<file path="config.mk">
export PLATFORM = sky130hd
export DESIGN_NAME = wide_prefix_add_seq
export DESIGN_NICKNAME = d
export VERILOG_FILES = /design/src/rtl/wide_prefix_add_seq.sv
export SDC_FILE = /design/constraint.sdc
export NUM_CORES = 1
export LEC_CHECK = 0
export ABC_AREA = 0
export BUFFER_PORTS_ARGS = -buffer_cell sky130_fd_sc_hd__clkbuf_2
export CAP_MARGIN = 5
export CORE_MARGIN = 2
export CORE_UTILIZATION = 49
export DETAILED_ROUTE_END_ITERATION = 16
export GPL_TIMING_DRIVEN = 0
export PLACE_DENSITY = 0.87
export SLEW_MARGIN = 20
export SYNTH_ARGS = -nofsm -noshare
export SYNTH_HDL_FRONTEND = slang
export SYNTH_SLANG_ARGS = --single-unit
</file>
<file path="constraint.sdc">
create_clock -name clk -period 3.57 [get_ports clk]
set_clock_uncertainty 0.1 [all_clocks]
set_input_delay 0.357 -clock clk [delete_from_list [all_inputs] [get_ports clk]]
set_output_delay 0.357 -clock clk [all_outputs]
set_load 0.005 [all_outputs]
</file>
<file path="src/rtl/wide_prefix_add_seq.sv">
// Multi-cycle wide adder: sums two WIDTH-bit operands one CHUNK-bit slice per
// cycle, least-significant slice first. Each slice uses a Kogge-Stone style
// generate/propagate prefix network. A registered carry links the slices.
// The result is handed off over a valid/ready handshake.
module wide_prefix_add_seq #(
  parameter int WIDTH = 64,
  parameter int CHUNK = 16
) (
  input  logic             clk,
  input  logic             rst,
  input  logic             in_valid,
  output logic             in_ready,
  input  logic [WIDTH-1:0] in_a,
  input  logic [WIDTH-1:0] in_b,
  input  logic             in_cin,
  output logic             out_valid,
  input  logic             out_ready,
  output logic [WIDTH-1:0] out_sum,
  output logic             out_cout,
  output logic             out_ovf,
  output logic             busy
);

  localparam int NCHUNK = WIDTH / CHUNK;
  localparam int IDXW   = (NCHUNK > 1) ? $clog2(NCHUNK) : 1;

  // A partial last slice would silently drop high operand bits, so refuse it.
  if ((CHUNK < 1) || (WIDTH % CHUNK != 0)) begin : gWidthCheck
    $error("wide_prefix_add_seq: WIDTH must be a positive multiple of CHUNK");
  end

  typedef enum logic [1:0] {IDLE, RUN, DONE} state_t;

  state_t           r_state;
  state_t           w_next;
  logic [WIDTH-1:0] r_a;
  logic [WIDTH-1:0] r_b;
  logic [WIDTH-1:0] r_sum;
  logic             r_carry;
  logic             r_cout;
  logic             r_ovf;
  logic [IDXW-1:0]  r_idx;

  logic [CHUNK-1:0] w_sliceA;
  logic [CHUNK-1:0] w_sliceB;
  logic [CHUNK-1:0] w_sliceSum;
  logic             w_sliceCout;
  logic             w_msbCin;
  logic             w_lastSlice;

  // CHUNK-bit prefix adder. The incoming carry is folded into the bit-0
  // generate, so the group generate at bit i is exactly the carry into bit
  // i+1. Returns {carry into MSB, carry out, sum}.
  function automatic logic [CHUNK+1:0] prefixAdd(
    input logic [CHUNK-1:0] a,
    input logic [CHUNK-1:0] b,
    input logic             cin
  );
    logic [CHUNK-1:0] g;
    logic [CHUNK-1:0] p;
    logic [CHUNK-1:0] gg;
    logic [CHUNK-1:0] pp;
    logic [CHUNK-1:0] c;
    g    = a & b;
    p    = a ^ b;
    g[0] = g[0] | (p[0] & cin);
    gg   = g;
    pp   = p;
    // Walk bits high-to-low so each level reads the previous level's values.
    for (int d = 1; d < CHUNK; d = d * 2) begin
      for (int i = CHUNK - 1; i >= 1; i--) begin
        if (i >= d) begin
          gg[i] = gg[i] | (pp[i] & gg[i-d]);
          pp[i] = pp[i] & pp[i-d];
        end
      end
    end
    c[0] = cin;
    for (int i = 1; i < CHUNK; i++) begin
      c[i] = gg[i-1];
    end
    return {c[CHUNK-1], gg[CHUNK-1], p ^ c};
  endfunction

  // Select the active slice of each operand and add it with the running carry.
  always_comb begin
    w_sliceA    = r_a[int'(r_idx)*CHUNK +: CHUNK];
    w_sliceB    = r_b[int'(r_idx)*CHUNK +: CHUNK];
    w_lastSlice = (r_idx == IDXW'(NCHUNK - 1));
    {w_msbCin, w_sliceCout, w_sliceSum} = prefixAdd(w_sliceA, w_sliceB, r_carry);
  end

  // State register; reset always wins over any handshake on the same edge.
  always_ff @(posedge clk) begin
    if (rst) begin
      r_state <= IDLE;
    end else begin
      r_state <= w_next;
    end
  end

  // Next-state and handshake outputs; all of them are decoded from the state.
  always_comb begin
    w_next    = r_state;
    in_ready  = 1'b0;
    out_valid = 1'b0;
    busy      = 1'b0;
    case (r_state)
      IDLE: begin
        in_ready = 1'b1;
        if (in_valid) begin
          w_next = RUN;
        end
      end
      RUN: begin
        busy = 1'b1;
        if (w_lastSlice) begin
          w_next = DONE;
        end
      end
      DONE: begin
        busy      = 1'b1;
        out_valid = 1'b1;
        if (out_ready) begin
          w_next = IDLE;
        end
      end
      default: begin
        w_next = IDLE;
      end
    endcase
  end

  // Datapath: capture operands in IDLE, then add one slice per RUN edge. The
  // index returns to 0 after the last slice so it never points past the
  // operands while the block waits in DONE.
  always_ff @(posedge clk) begin
    if (rst) begin
      r_a     <= '0;
      r_b     <= '0;
      r_sum   <= '0;
      r_carry <= 1'b0;
      r_cout  <= 1'b0;
      r_ovf   <= 1'b0;
      r_idx   <= '0;
    end else begin
      case (r_state)
        IDLE: begin
          if (in_valid) begin
            r_a     <= in_a;
            r_b     <= in_b;
            r_carry <= in_cin;
            r_idx   <= '0;
          end
        end
        RUN: begin
          r_sum[int'(r_idx)*CHUNK +: CHUNK] <= w_sliceSum;
          r_carry <= w_sliceCout;
          if (w_lastSlice) begin
            r_idx  <= '0;
            r_cout <= w_sliceCout;
            r_ovf  <= w_msbCin ^ w_sliceCout;
          end else begin
            r_idx <= r_idx + IDXW'(1);
          end
        end
        default: begin
        end
      endcase
    end
  end

  assign out_sum  = r_sum;
  assign out_cout = r_cout;
  assign out_ovf  = r_ovf;

endmodule

</file>
# Yosys cells after proc, flatten, opt, wreduce, memory -nomap -nowiden
# Index checks and enable logic that the tools add are counted.
totals:
  register_bits: 199
  in_bits: 133
  wordCells: 178
classes:
  n_addsub: 2
  n_eq_ne: 6
  shift: 4
  muxes: 13
  bitwise: 138
  reduce_logical: 7
ops:
  columns: ["cell", "count"]
  rows:
  - ["64-bit by 7-bit indexed part select with 16-bit output", 2]
  - ["1-bit AND", 84]
  - ["64-bit bitwise mux", 1]
  - ["16-bit by 33-bit variable shift with 64-bit output, first input constant", 1]
  - ["16-bit by 33-bit indexed part select with 64-bit output", 1]
  - ["1-bit OR", 50]
  - ["6-bit negation with 33-bit output", 1]
  - ["16-bit XOR", 2]
  - ["16-bit AND", 1]
  - ["2-bit 2-to-1 mux", 5]
  - ["2-bit != test, second input constant", 3]
  - ["2-bit one-hot mux with 3 select lines", 1]
  - ["2-bit AND reduction", 3]
  - ["2-bit == test, second input constant", 2]
  - ["1-bit 2-to-1 mux", 4]
  - ["2-bit one-hot mux with 2 select lines", 1]
  - ["3-bit AND reduction", 1]
  - ["2-bit by 1-bit adder with 2-bit output, second input constant", 1]
  - ["2-bit by 1-bit == test with 1-bit output, second input constant", 1]
  - ["2-bit zero test", 1]
  - ["1-bit one-hot mux with 2 select lines", 1]
  - ["2-bit nonzero test", 1]
  - ["2-bit OR reduction", 1]
  - ["1-bit XOR", 1]

# Depth between registers and ports, before layout
# Gate-level depths: netlist of the first run.
logic_depth:
  ltp_word: 13
  depth_mapped: 11
  mapped_depth_nobuf: 9

# Least setup slack after synthesis of the first run
# Ideal clock, no wire load.
synth_timing:
  path_kind: "register -> register"
  startpoint: "reg r_idx[0]"
  endpoint: "reg r_ovf, in the netlist out_ovf"
  setup_ns: 0.091
  arrival_time_ns: 3.575
  required_ns: 3.379
  path_slack_ns: -0.196
  path_stages_with_launch: 12
  path_buffers: 2
  synth_period_minus_slack_ns: 3.766
  cell_sequence: "dfxtp_1 buf_2 buf_2 mux4_2 fa_1 fa_1 a211oi_1 o211ai_1 a31oi_1 a31oi_1 xnor2_1 a311oi_1"
synth_between:
  elab_chain_len: 13
synth_rtl:
  columns: ["item", "line", "rtl"]
  rows:
  - ["start: declaration", "42", "logic [IDXW-1:0] r_idx;"]
  - ["start signal: assignment", "164", "r_idx <= r_idx + IDXW'(1);"]
  - ["64-bit by 7-bit indexed part select with 16-bit output, on equally long branches", "87, 88", null]
  - ["16-bit XOR", "65", "p = a ^ b;"]
  - ["1-bit AND", "66", "g[0] = g[0] | (p[0] & cin);"]
  - ["1-bit OR", "66", null]
  - ["1-bit AND", "73", "gg[i] = gg[i] | (pp[i] & gg[i-d]);"]
  - ["1-bit OR", "73", null]
  - ["1-bit AND", "73", null]
  - ["1-bit OR", "73", null]
  - ["1-bit AND", "73", null]
  - ["1-bit OR", "73", null]
  - ["1-bit AND", "73", null]
  - ["1-bit OR", "73", null]
  - ["1-bit XOR", "162", "r_ovf <= w_msbCin ^ w_sliceCout;"]
  - ["end signal: assignment", "162", null]
  - ["end: declaration", "41", "logic r_ovf;"]
# Parallel ways exist; a longest one is shown, timed or not.
# A chain may end at the register's enable or synchronous reset.

# Worst setup path in the final report of the first run
layout_timing:
  startpoint: "reg r_idx[0]"
  endpoint: "reg r_sum[10], in the netlist out_sum[10]"
layout_between:
  elab_chain_len: 13
layout_rtl:
  columns: ["item", "line", "rtl"]
  rows:
  - ["64-bit by 7-bit indexed part select with 16-bit output, on equally long branches", "87, 88", null]
  - ["16-bit XOR", "65", null]
  - ["1-bit AND", "66", null]
  - ["1-bit OR", "66", null]
  - ["1-bit AND", "73", null]
  - ["1-bit OR", "73", null]
  - ["1-bit AND", "73", null]
  - ["1-bit OR", "73", null]
  - ["1-bit AND", "73", null]
  - ["1-bit OR", "73", null]
  - ["16-bit XOR", "82", "return {c[CHUNK-1], gg[CHUNK-1], p ^ c};"]
  - ["16-bit by 33-bit indexed part select with 64-bit output", "157", "r_sum[int'(r_idx)*CHUNK +: CHUNK] <= w_sliceSum;"]
  - ["64-bit bitwise mux *", "157", null]
  - ["end signal: indexed assignment", "157", null]
  - ["end: declaration", "38", "logic [WIDTH-1:0] r_sum;"]
# Mark *: on every way between the ends. The rest lies on a longest branch, timed or not.

==> metrics.sh, run 1 <==
CLKLATENCYLATEPIN_PS=440
ANTENNA_VIOLATIONS_BEFORE_REPAIR=0
ARRIVAL_TIME_AT_THE_WORST_ENDPOINT_PS=3710
DISTINCT_CELL_TYPE_COUNT_OF_THE_SYNTHESIZED_NETLIST=52
MIN_PERIOD_OVER_PERIOD=0.9747
NUM_VIAS=8634
SYN_NETS=1157
YOSYS_REGISTER_BITS=199
LAYOUT-DRIVE-GT1-SHARE=0.2558
NET-SWITCHING-POWER_mW=1.618
GRT_USE_TOTAL=0.2896
MAX_SLEW_VIOLATIONS=0
BUFFER_PORTS.INSERTED=201
PIN_COUNT=202
SW_FRAC_OF_TOTAL=0.3043
YS_DOMINANT_REG_CELL='dfxtp_1'
SYNTH.LARGEST_AREA_CELL='dfxtp_1'
DETAILED_PLACE_HPWL_MM=19.85
SYN_AVG_CELL_AREA_UM2=8.605
TIMING_HOLD_VIOLATIONS_FINAL=0
FINISH.NET_COUNT=1390
POSTSYNTH.ASYNCRESETSHARE=0
CTS-ROOT-TO-SINK-BUFFERS=2
TIMING.SETUP.CRITICAL_PATH_CLASS='flip-flop to flip-flop'
CTS_TREE='yes'
POST_SYNTH_DESIGN_CELL_AREA_UM2=8588
CTS-BUFFERS-INSERTED=17
P_CLK_FRAC=0.338
PWR-SHARE-COMB=0.203
POST-SYNTH-TOP-AREA-FRACTION=0.4639
WORST-SLEW-PIN-TRANSITION_PS=765.8
GRT_USE_MET2=0.4618
FLOORPLAN.INITIALDENSITY=0.4983
GRT_FIRST_PASS_WIRELENGTH_MM=40.76
GROUTE.LAYER.MET1.USAGE=0.3734
GRT.BUSIEST_LAYER='met2'
HEIGHT_OF_THE_CHIP_UM=136.4
CTS_ROOT_BUFFER='clkbuf_16'
GPL.FINAL_WEIGHTED_CONGESTION=0.9144
DR.PASS1.ITERS=5
ROUTE.DETAILED.DRC=0
POWER.SHARE.SEQUENTIAL=0.459
GROUTE.LAYER.MET3.USAGE=0.05667
RSZ0062_AT_GRT='true'
RUN_STATUS='completed'
DPL_WORST_SLACK_PS=-813.3
FINAL_ANTENNA_VIOLATING_NET_COUNT=0
DIODES=0
SYNTHESIS.INSTANCES=998
WHS_PATH_DEPTH=3
H-TREE-DEPTH=4
DIE_AREA_UM2=18600
FINAL_CELL_AREA_UM2=10750
SYN_TO_FINAL_GROWTH_PCT=25.15
YS_WARN_COUNT=0
POST-SYNTH-TOP-COUNT-CELL='nand2_1'
FIN_WS_PS=90.42
LEAKAGE_nW=4.412
CRIT_REQUIRED_PS=3800
ROW_COUNT=48
CLKTRANSATPATHREGS_PS=80
WORST-PATH-MAX-FANOUT=10
DETAIL_ROUTE.WIRELENGTH_MM=27.21
FINALSETUPVIOLCOUNT=0
SYNTH-SEQ-AREA-SHARE=0.4639
FILLCELLCOUNT=1365
NUMBER_OF_CLOCK_SINKS_SEEN_BY_CTS=199
WORST_IR_DROP_VDD_mV=0.3980
MIN_PERIOD_PS=3480
WORSTSETUPSTARTPOINTTYPE='flip-flop'
R2R_CELLS=12
MAX_CLOCK_FREQ_GHz=0.2874
MAX_SLEW_MARGIN=0.4847
GLOBALROUTE.TOTALOVERFLOW=0
SETUP-TNS-FINAL_PS=0
DIEWIDTH_UM=136.4
AVERAGE_WIRE_PER_CELL_IN_THE_ROUTED_DESIGN_UM=18.53
SYNTH_COMMON_CELLS='nand2_1, dfxtp_1, a21oi_1, nor2_1, clkbuf_1'
GRT_START_MAX_NET_PINS=18
DRT_ITER0_DRC=899
DESIGN.CORE.AREA_UM2=17240
RATIO_OF_ROUTED_VIAS_TO_STANDARD_CELLS=5.881
CRITICAL_PATH.ENDPOINT_TYPE='flip-flop'
POWER.INTERNAL_mW=3.699
PATH_CLASS_OF_THE_LOWEST_SLACK_MIN_DELAY_PATH='primary input to flip-flop'
POWER.DENSITY_CELL_AREA_nW_PER_UM2=494.7
NUMBER_OF_FLOPS_MAPPED_TO_ENABLE_CELLS_BY_YOSYS=0
GRT_PASS1_VIAS=7752
NETLIST_TOP_CELLS_AREA='dfxtp_1, nand2_1, a21oi_1, mux4_2, a22oi_1'
MAX-CAP-VIOLATIONS=0
DPL_CELL_AREA_UM2=9887
-- cell families after synthesis --
kind of cell | synth area share
AND/OR/NAND/NOR | 0.1821
AO/OA/AOI/OAI | 0.1808
flip-flops | 0.4639
buffers and inverters | 0.03686
multiplexers | 0.08756
adder cells (fa/ha/maj) | 0.03963
XOR/XNOR | 0.009178
-- per-layer routing --
metal  vias to the layer above  routed length (um)  share of wire
met4                         0                1232          0.045
met3                       109                2818           0.10
met2                       603               12680           0.47
met1                      3993               10480           0.39
met5                         -                   0              0
li1                       3929                   -              -
-- critical path, stage by stage (launching register included) --
cell and delay, ps:
dfxtp_2 330, buf_6 120, buf_12 140, mux4_2 570
fa_2 390, fa_2 370, a211oi_2 250, o211ai_1 110
buf_4 180, a41oi_2 180, xor2_2 300, nor3_1 80
a31o_2 240
-- power groups by stage --
stage / clock [mW] / sequential (mW) / combinational, mW
after global routing: 1.90 / 2.45 / 1.17
final: 1.80 / 2.44 / 1.08
after detailed placement: 0 / 2.48 / 0.960
after CTS: 1.81 / 2.43 / 1.01
after global placement: 0 / 2.47 / 0.938
after floorplan: 0 / 2.45 / 0.637
-- stage by stage --
stage | hold slack [ps] | power [mW] | cells | util
3_3_place_gp | 338.7 | 3.412 | 1424 | 0.5736
6_report | 29.38 | 5.317 | 1468 | 0.6235
2_1_floorplan | 333.1 | 3.091 | 998 | -
5_1_grt | 30.44 | 5.514 | 1468 | 0.6235
4_1_cts | 20.69 | 5.255 | 1464 | 0.6159
3_5_place_dp | 343.1 | 3.443 | 1424 | 0.5736
-- flip-flops by register name, indices dropped and copies added, names as in the netlist --
register / cells
out_sum: 64
out_cout: 1
r_idx: 2
r_state: 2
out_ovf: 1
r_carry: 1
r_a: 64
r_b: 64
-- path summary, 6_finish.rpt --
check	endpoint	startpoint	slack (ps)
setup / recovery	out_sum[10]	r_idx[0]	90
hold reg to reg	r_a[17]	r_a[17]	360
hold / removal	r_b[51]	in_b[51]	30
setup reg to reg	out_sum[10]	r_idx[0]	90
-- cell usage in the layout (no fill, tap or decap), types with 5 or more instances in the layout --
cell	count
nand2_1	279
clkbuf_2	201
dfxtp_1	197
a21oi_1	148
nor2_1	67
clkbuf_1	56
a22oi_1	52
mux4_2	32
ha_1	21
clkbuf_16	17
o21ai_0	14
buf_4	14
nand3_1	12
inv_1	10
a21o_1	6
nor3_1	6
buf_2	5
a211oi_1	5
clkinvlp_4	5
-- timing repair --
action                                  in CTS  in global routing
endpoints found under the setup margin      43                 30
setup buffers                               10                  4
pin swaps                                    6                 11
hold buffers                                 0                  0
resized for setup                           26                 20
-- cell type report --
cell class                 instances  area (um^2)  share of cell area
clock inverter                    11        97.59            0.009080
multi-input combinational        717         4442              0.4133
inverter                          10        37.54            0.003492
buffer                            71        335.3             0.03120
timing repair buffer             215         1111              0.1034
tap                              225        281.5             0.02619
clock buffer                      20        456.7             0.04249
sequential                       199         3986              0.3709
Note: power is estimated with default switching activity, not from simulation.
==> inputs of run 2 (changes only) <==
- CORE_UTILIZATION: 49 -> 58
- PLACE_DENSITY: 0.87 -> 0.95
- RECOVER_POWER: unset -> 100
- clock period: 3.57 -> 4.3 ns (I/O delays scaled with it)
==> run 2 against run 1 <==
Net effect:
- count of clock-buffer cells in the layout rose by 1
- first-iteration DRC count up 41%
- core utilization grew 10 points
- via count is 2.8% higher
- critical path depth fell by 2
- worst setup slack better by 140 ps
- sequential cell count unchanged
- sequential power is 16% lower
- non-clock buffer count shrank 12
- largest cell class unchanged
==> metrics.sh, run 2 (same netlist as run 1, synthesis figures left out) <==
RUN_STATUS='completed'
WORST-SLEW-PIN-TRANSITION_PS=867.8  # +102.0 ps
FINALSETUPVIOLCOUNT=0  # unchanged
PATH_CLASS_OF_THE_LOWEST_SLACK_MIN_DELAY_PATH='primary input to flip-flop'
CRITICAL_PATH.ENDPOINT_TYPE='flip-flop'
MULTI_INPUT_GATE_AREA_UM2=4327  # -2.6%
SLOWEST_DELAY_PS=630  # +60 ps
ARRIVAL_TIME_AT_THE_WORST_ENDPOINT_PS=4270  # +560 ps
MIN_PERIOD_OVER_PERIOD=0.9457  # -0.02894
SYN_TO_FINAL_GROWTH_PCT=21.98
GRT_FIRST_PASS_WIRELENGTH_MM=43.82  # +7.5%
ROW_COUNT=44  # -8.3%
TIMING.SETUP.CRITICAL_PATH_CLASS='flip-flop to flip-flop'
DESIGN.CORE.AREA_UM2=14480  # -16%
GRT_USE_TOTAL=0.3549  # +0.06523
CTS-ROOT-TO-SINK-BUFFERS=2  # unchanged
HEIGHT_OF_THE_CHIP_UM=125.7  # -7.8%
AVERAGE_WIRE_PER_CELL_IN_THE_ROUTED_DESIGN_UM=19.99  # +7.9%
WORSTSETUPSTARTPOINTTYPE='flip-flop'
R2R_CELLS=10  # -2
DIODES=0  # unchanged
GRT_PASS1_VIAS=8371  # +8.0%
RSZ0062_AT_GRT='false'
RATIO_OF_ROUTED_VIAS_TO_STANDARD_CELLS=6.269  # +6.6%
GPL.FINAL_WEIGHTED_CONGESTION=0.9473  # +3.6%
FINAL_CELL_AREA_UM2=10480  # -2.5%
DETAILED_PLACE_HPWL_MM=19.85  # about the same
POWER.DENSITY_CELL_AREA_nW_PER_UM2=437.8  # -12%
FINALNONFILLERCELLS=1416  # -3.5%
SETUP-TNS-FINAL_PS=0  # unchanged
MAX_SLEW_VIOLATIONS=0  # unchanged
LAYOUT_COMMON_CELLS='nand2_1, dfxtp_1, clkbuf_2'
DIEWIDTH_UM=125.7  # -7.8%
SEQ_AREA_UM2=3984  # about the same
TIMING_HOLD_VIOLATIONS_FINAL=0  # unchanged
GRT_START_MAX_NET_PINS=18  # unchanged
CTS.HOLD.BUFFERS_ADDED=0  # unchanged
DIE_AREA_UM2=15800  # -15%
DP.CELLS=1383  # -2.9%
HOLDCRITSTARTPOINT='in_a[51]'
CTS_TREE='yes'
FINAL_ANTENNA_VIOLATING_NET_COUNT=0  # unchanged
GLOBALROUTE.TOTALOVERFLOW=0  # unchanged
ROUTE.DETAILED.DRC=0  # unchanged
CTS_ROOT_BUFFER='clkbuf_16'
NUM_VIAS=8877  # +2.8%
LEAKAGE_nW=4.303  # -2.5%
CP_SLOWEST_CELL='mux4_2'
LAYOUT-DRIVE-GT1-SHARE=0.2159  # -0.03992
MOSTFREQUENTLAYOUTCELL='nand2_1'
CRITICAL_PATH.CELL_CHAIN='clkbuf_4, clkbuf_2, mux4_2, ha_1, clkbuf_1, nand3_1, or4_4, and4_2, nor3_2, o21ai_0'
DR.PASS1.ITERS=6  # +1
MAX_CLOCK_FREQ_GHz=0.2459  # -14%
MAX-CAP-VIOLATIONS=0  # unchanged
ANTENNA_VIOLATIONS_BEFORE_REPAIR=0  # unchanged
TOTAL_POWER_mW=4.586  # -14%
REG2REG_START='r_idx[0]'
DPL_CELL_AREA_UM2=9824  # -0.63%
CLKLATENCYLATEPIN_PS=450  # about the same
TIMING.RR.END='out_sum[31]'
DETAIL_ROUTE.WIRELENGTH_MM=28.31  # +4.0%
WORST_IR_DROP_VDD_mV=0.3084  # -23%
CRIT_REQUIRED_PS=4510  # +710 ps
FLOORPLAN.INITIALDENSITY=0.5932  # +0.09490
WORSTHOLDENDPOINT='r_a[51]'
FF2FF_SETUP_SLACK_PS=230  # +140 ps
H-TREE-DEPTH=4  # unchanged
CTS-BUFFERS-INSERTED=17  # unchanged
DRT_ITER0_DRC=1269  # +41%
FINAL.HOLD.WORST_SLACK_PS=98.26  # +68.88 ps
WORST-PATH-MAX-FANOUT=10  # unchanged
MIN_PERIOD_PS=4067  # +587.1 ps
BUFFER_PORTS.INSERTED=201  # unchanged
CLKTRANSATPATHREGS_PS=80  # about the same
FINISH.NET_COUNT=1378  # -0.86%
WHS_PATH_DEPTH=3  # unchanged
MAX_SLEW_MARGIN=0.4180  # -0.06678
NUMBER_OF_CLOCK_SINKS_SEEN_BY_CTS=199  # unchanged
PIN_COUNT=202  # unchanged
FILLCELLCOUNT=987  # -28%
run 2: how the worst max path moves through the flow:
stage | from | end | slack, ps | cells after the start
3_5_place_dp | r_idx[1] | out_sum[62] | -80 | 11
5_1_grt | r_idx[0] | r_carry | 30 | 11
3_3_place_gp | r_idx[0] | out_sum[25] | -40 | 10
6_report | r_idx[0] | out_sum[31] | 230 | 10
2_1_floorplan | r_idx[0] | out_ovf | 530 | 11
4_1_cts | r_idx[0] | r_carry | 50 | 11
run 2: area by class of cell:
cell class              count  area share
clock inverters            11     0.01517
well taps                 184     0.02198
flip-flops and latches    199      0.3803
multi-input cells         717      0.4130
plain buffers              72     0.02807
inverters                  10    0.003583
repair buffers            202     0.09399
clock buffers              21     0.04395
run 2: layer usage:
layer	track usage	up-vias	part of all wire	wire, um
met5	0	-	0	0
met4	0.2026	0	0.062	1768
met3	0.07986	174	0.13	3736
met2	0.5644	735	0.46	12910
met1	0.4481	4069	0.35	9893
li1	-	3899	-	-
run 2: repair_timing:
action                                  CTS  global route
setup buffers                             0             1
endpoints found under the setup margin   18            29
gates resized for setup                   6            15
pin swaps                                 0             1
run 2: power by group:
| group | total, mW | switching, mW | internal, mW |
|---|---|---|---|
| combinational | 0.850 | 0.550 | 0.301 |
| sequential | 2.04 | 0.0797 | 1.96 |
| clock | 1.70 | 0.739 | 0.961 |
| total | 4.59 | 1.37 | 3.22 |
run 2: metrics by stage:
stage               setup WS [ps]    util
global placement           -35.46  0.6785
detailed placement         -81.82  0.6785
finish                      233.4  0.7236
global route                27.41  0.7236
CTS                         54.43  0.7226
floorplan                   533.8       -
run 2: critical path: cells and delay by family, from the launching register on:
| kind | cells | cell delay, ps |
|---|---|---|
| and+or+nand+nor | 4 | 1340 |
| buffers and inverters | 3 | 1010 |
| muxes | 1 | 630 |
| DFF | 1 | 390 |
| adders and majority gates | 1 | 300 |
| AOI/OAI and AO/OA | 1 | 160 |
==> inputs of run 3 (changes only) <==
- ABC_AREA: 0 -> 1
- CORE_UTILIZATION: 58 -> 59
==> run 3 against run 2 <==
Net effect:
- first-iteration DRC count fell by 1.3%
- cell count is 20% higher
- count of clock-buffer cells in the layout decreased by 1
- sequential power increased by 23%
- non-clock buffer count rose by 10
- largest power group is now combinational cells
- sequential share of layout area shrank 1.3 points
- die area increased by 3.4%
- synthesized cell count up 28%
- highest routed layer unchanged
- combinational power rose to 4.6 times the previous value
==> metrics.sh, run 3 <==
RSZ0062_AT_GRT='false'
YS_DOMINANT_REG_CELL='dfxtp_1'
CTS_POST_SETUP_BUFFERS_INSERTED=0  # unchanged
MAX_SLEW_MARGIN=0.4823  # +0.06434
CRITICAL_PATH.ENDPOINT_TYPE='flip-flop'
WORST_IR_DROP_VDD_mV=0.4544  # +47%
YS_WARN_COUNT=0  # unchanged
AVERAGE_WIRE_PER_CELL_IN_THE_ROUTED_DESIGN_UM=17.74  # -11%
RATIO_OF_ROUTED_VIAS_TO_STANDARD_CELLS=5.917  # -5.6%
CTS_ROOT_BUFFER='clkbuf_16'
TIMING_HOLD_VIOLATIONS_FINAL=0  # unchanged
CTS.HOLD.BUFFERS_ADDED=0  # unchanged
DIODES=0  # unchanged
CTS_TREE='yes'
CTS-BUFFERS-INSERTED=17  # unchanged
MIN_PERIOD_OVER_PERIOD=0.9563  # +0.01058
PATH_CLASS_OF_THE_LOWEST_SLACK_MIN_DELAY_PATH='primary input to flip-flop'
SYNTH.LARGEST_AREA_CELL='dfxtp_1'
POST-SYNTH-TOP-COUNT-CELL='nor2_1'
FINISH.NET_COUNT=1653  # +20%
R2R_CELLS=14  # +4
GPL.FINAL_WEIGHTED_CONGESTION=0.9852  # +4.0%
WHS_PATH_DEPTH=3  # unchanged
DISTINCT_CELL_TYPE_COUNT_OF_THE_SYNTHESIZED_NETLIST=38  # -27%
SETUP-TNS-FINAL_PS=0  # unchanged
CLKTRANSATPATHREGS_PS=70  # about the same
LEAKAGE_nW=4.754  # +10%
RUN_STATUS='completed'
CTS-RESIZED-GATES=0  # -6
WORST-PATH-MAX-FANOUT=10  # unchanged
GRT_USE_TOTAL=0.3656  # +0.01073
POST-SYNTH-TOP-AREA-FRACTION=0.4405  # -0.02336
WORSTSETUPSTARTPOINTTYPE='flip-flop'
MOSTFREQUENTLAYOUTCELL='nor2_1'
ROW_COUNT=45  # +2.3%
POSTSYNTH.ASYNCRESETSHARE=0  # unchanged
BUFFER_PORTS.INSERTED=201  # unchanged
LAYOUT_COMMON_CELLS='nor2_1, dfxtp_1, o21ai_0'
DR.PASS1.ITERS=9  # +3
DRT_ITER0_DRC=1253  # -1.3%
HEIGHT_OF_THE_CHIP_UM=127.8  # +1.7%
FINALSETUPVIOLCOUNT=0  # unchanged
CLKLATENCYLATEPIN_PS=450  # about the same
ARRIVAL_TIME_AT_THE_WORST_ENDPOINT_PS=4380  # +110 ps
GRT_FIRST_PASS_WIRELENGTH_MM=46.19  # +5.4%
POWER.DENSITY_CELL_AREA_nW_PER_UM2=754.8  # +72%
SYNTH_COMMON_CELLS='nor2_1, dfxtp_1, o21ai_0, nand2_1, a21oi_1'
SYNTHESIS.INSTANCES=1274  # +28%
DIE_AREA_UM2=16330  # +3.4%
NUMBER_OF_FLOPS_MAPPED_TO_ENABLE_CELLS_BY_YOSYS=0  # unchanged
NETLIST_TOP_CELLS_AREA='dfxtp_1, nor2_1, o21ai_0, nand2_1, a21oi_1'
FLOORPLAN.INITIALDENSITY=0.5993  # +0.006181
YOSYS_REGISTER_BITS=199  # unchanged
TIMING.SETUP.CRITICAL_PATH_CLASS='flip-flop to flip-flop'
GLOBALROUTE.TOTALOVERFLOW=0  # unchanged
DESIGN.CORE.AREA_UM2=15090  # +4.2%
ANTENNA_VIOLATIONS_BEFORE_REPAIR=0  # unchanged
POST_SYNTH_DESIGN_CELL_AREA_UM2=9044  # +5.3%
CTS-ROOT-TO-SINK-BUFFERS=2  # unchanged
MAX-CAP-VIOLATIONS=0  # unchanged
MAX_CLOCK_FREQ_GHz=0.2432  # -1.1%
NUM_VIAS=10023  # +13%
FINAL.HOLD.WORST_SLACK_PS=129.7  # +31.42 ps
WORST-SLEW-PIN-TRANSITION_PS=776.5  # -91.28 ps
FINAL_ANTENNA_VIOLATING_NET_COUNT=0  # unchanged
MIN_PERIOD_PS=4112  # +45.51 ps
GRT_START_MAX_NET_PINS=17  # -1
SYN_TO_FINAL_GROWTH_PCT=19.84
SYN_AVG_CELL_AREA_UM2=7.099  # -18%
SYNTH-SEQ-AREA-SHARE=0.4405  # -0.02336
MAX_SLEW_VIOLATIONS=0  # unchanged
H-TREE-DEPTH=4  # unchanged
GRT_PASS1_VIAS=9353  # +12%
NUMBER_OF_CLOCK_SINKS_SEEN_BY_CTS=199  # unchanged
PIN_COUNT=202  # unchanged
FF2FF_SETUP_SLACK_PS=190  # -50 ps
DIEWIDTH_UM=127.8  # +1.7%
SYN_NETS=1433  # +24%
DETAILED_PLACE_HPWL_MM=21.71  # +9.4%
ROUTE.DETAILED.DRC=0  # unchanged
DETAIL_ROUTE.WIRELENGTH_MM=30.05  # +6.2%
CRIT_REQUIRED_PS=4570  # +60 ps
POST-ROUTE-UTIL=0.7182  # -0.005315
LAYOUT-DRIVE-GT1-SHARE=0.1527  # -0.06319
run 3: cell types whose count changed in the layout (fill, tap and decap cells not counted), moves of 14 or more:
| cell | delta |
|---|---|
| clkbuf_1 | +14 |
| o22ai_1 | +32 |
| mux4_2 | -32 |
| nor2_1 | +274 |
| inv_1 | +41 |
| nand4_1 | +16 |
| a22oi_1 | -48 |
| nand3_1 | +18 |
| nand2_1 | -97 |
| o21ai_0 | +182 |
| a21oi_1 | -74 |
| clkbuf_2 | -21 |
run 3: worst max-delay path, stage by stage (launching register included):
cell	delay, ps
dfxtp_1	610
clkbuf_1	550
clkbuf_1	470
o21ai_0	240
o22ai_1	380
ha_1	370
nand2_1	130
inv_1	70
a21oi_1	140
nand2_1	140
nand2_1	160
nand3_1	90
nand2_1	220
nand4_1	160
a21oi_1	190
run 3: metal layers:
| metal | vias up | GRT usage | wire length (um) | share of wire |
|---|---|---|---|---|
| met5 | - | 0 | 0 | 0 |
| met1 | 4533 | 0.4450 | 11240 | 0.37 |
| li1 | 4615 | - | - | - |
| met2 | 719 | 0.6043 | 13690 | 0.46 |
| met3 | 156 | 0.07972 | 3427 | 0.11 |
| met4 | 0 | 0.2010 | 1682 | 0.056 |
run 3: path summary, 6_finish.rpt:
kind                               endpoint         from
worst max register to register  out_sum[63]     r_idx[0]
worst min-delay path                r_a[38]     in_a[38]
worst max-delay path            out_sum[63]     r_idx[0]
worst min register to register  out_sum[11]  out_sum[11]
run 3: cells by family (layout without fill, tap and decap cells):
family / Yosys count / in the layout / share of synthesized area
compound gates: 314 / 314 / 0.1823
flops: 199 / 199 / 0.4405
fa+ha+maj: 26 / 26 / 0.03763
simple gates: 591 / 591 / 0.2654
xor+xnor: 7 / 7 / 0.008439
buf+inv: 137 / 369 / 0.06572
run 3: where the power goes:
part | total, mW | switching [mW] | internal, mW
Combinational | 3.95 | 2.79 | 1.16
Clock | 1.74 | 0.717 | 1.02
Sequential | 2.50 | 0.256 | 2.24
Total | 8.18 | 3.76 | 4.42
run 3: cell type report:
class	instances	area (um^2)
inverters	54	202.7
clock inverters	11	171.4
repair buffers	201	958.4
fillers	1201	4252
clock buffers	20	466.7
well taps	188	235.2
plain buffers	83	386.6
flip-flops and latches	199	3984
multi-input cells	938	4433
run 3: through the flow:
stage / cell area (um^2) / worst slack, ps / power (mW) / cells
global placement: 10280 / 655.7 / 6.159 / 1663
detailed placement: 10280 / 638.3 / 6.278 / 1663
finish: 10840 / 187.8 / 8.181 / 1694
floorplan: 9044 / 1348 / 5.053 / 1274
global route: 10840 / 191.3 / 8.597 / 1694
CTS: 10920 / 594.9 / 8.041 / 1694
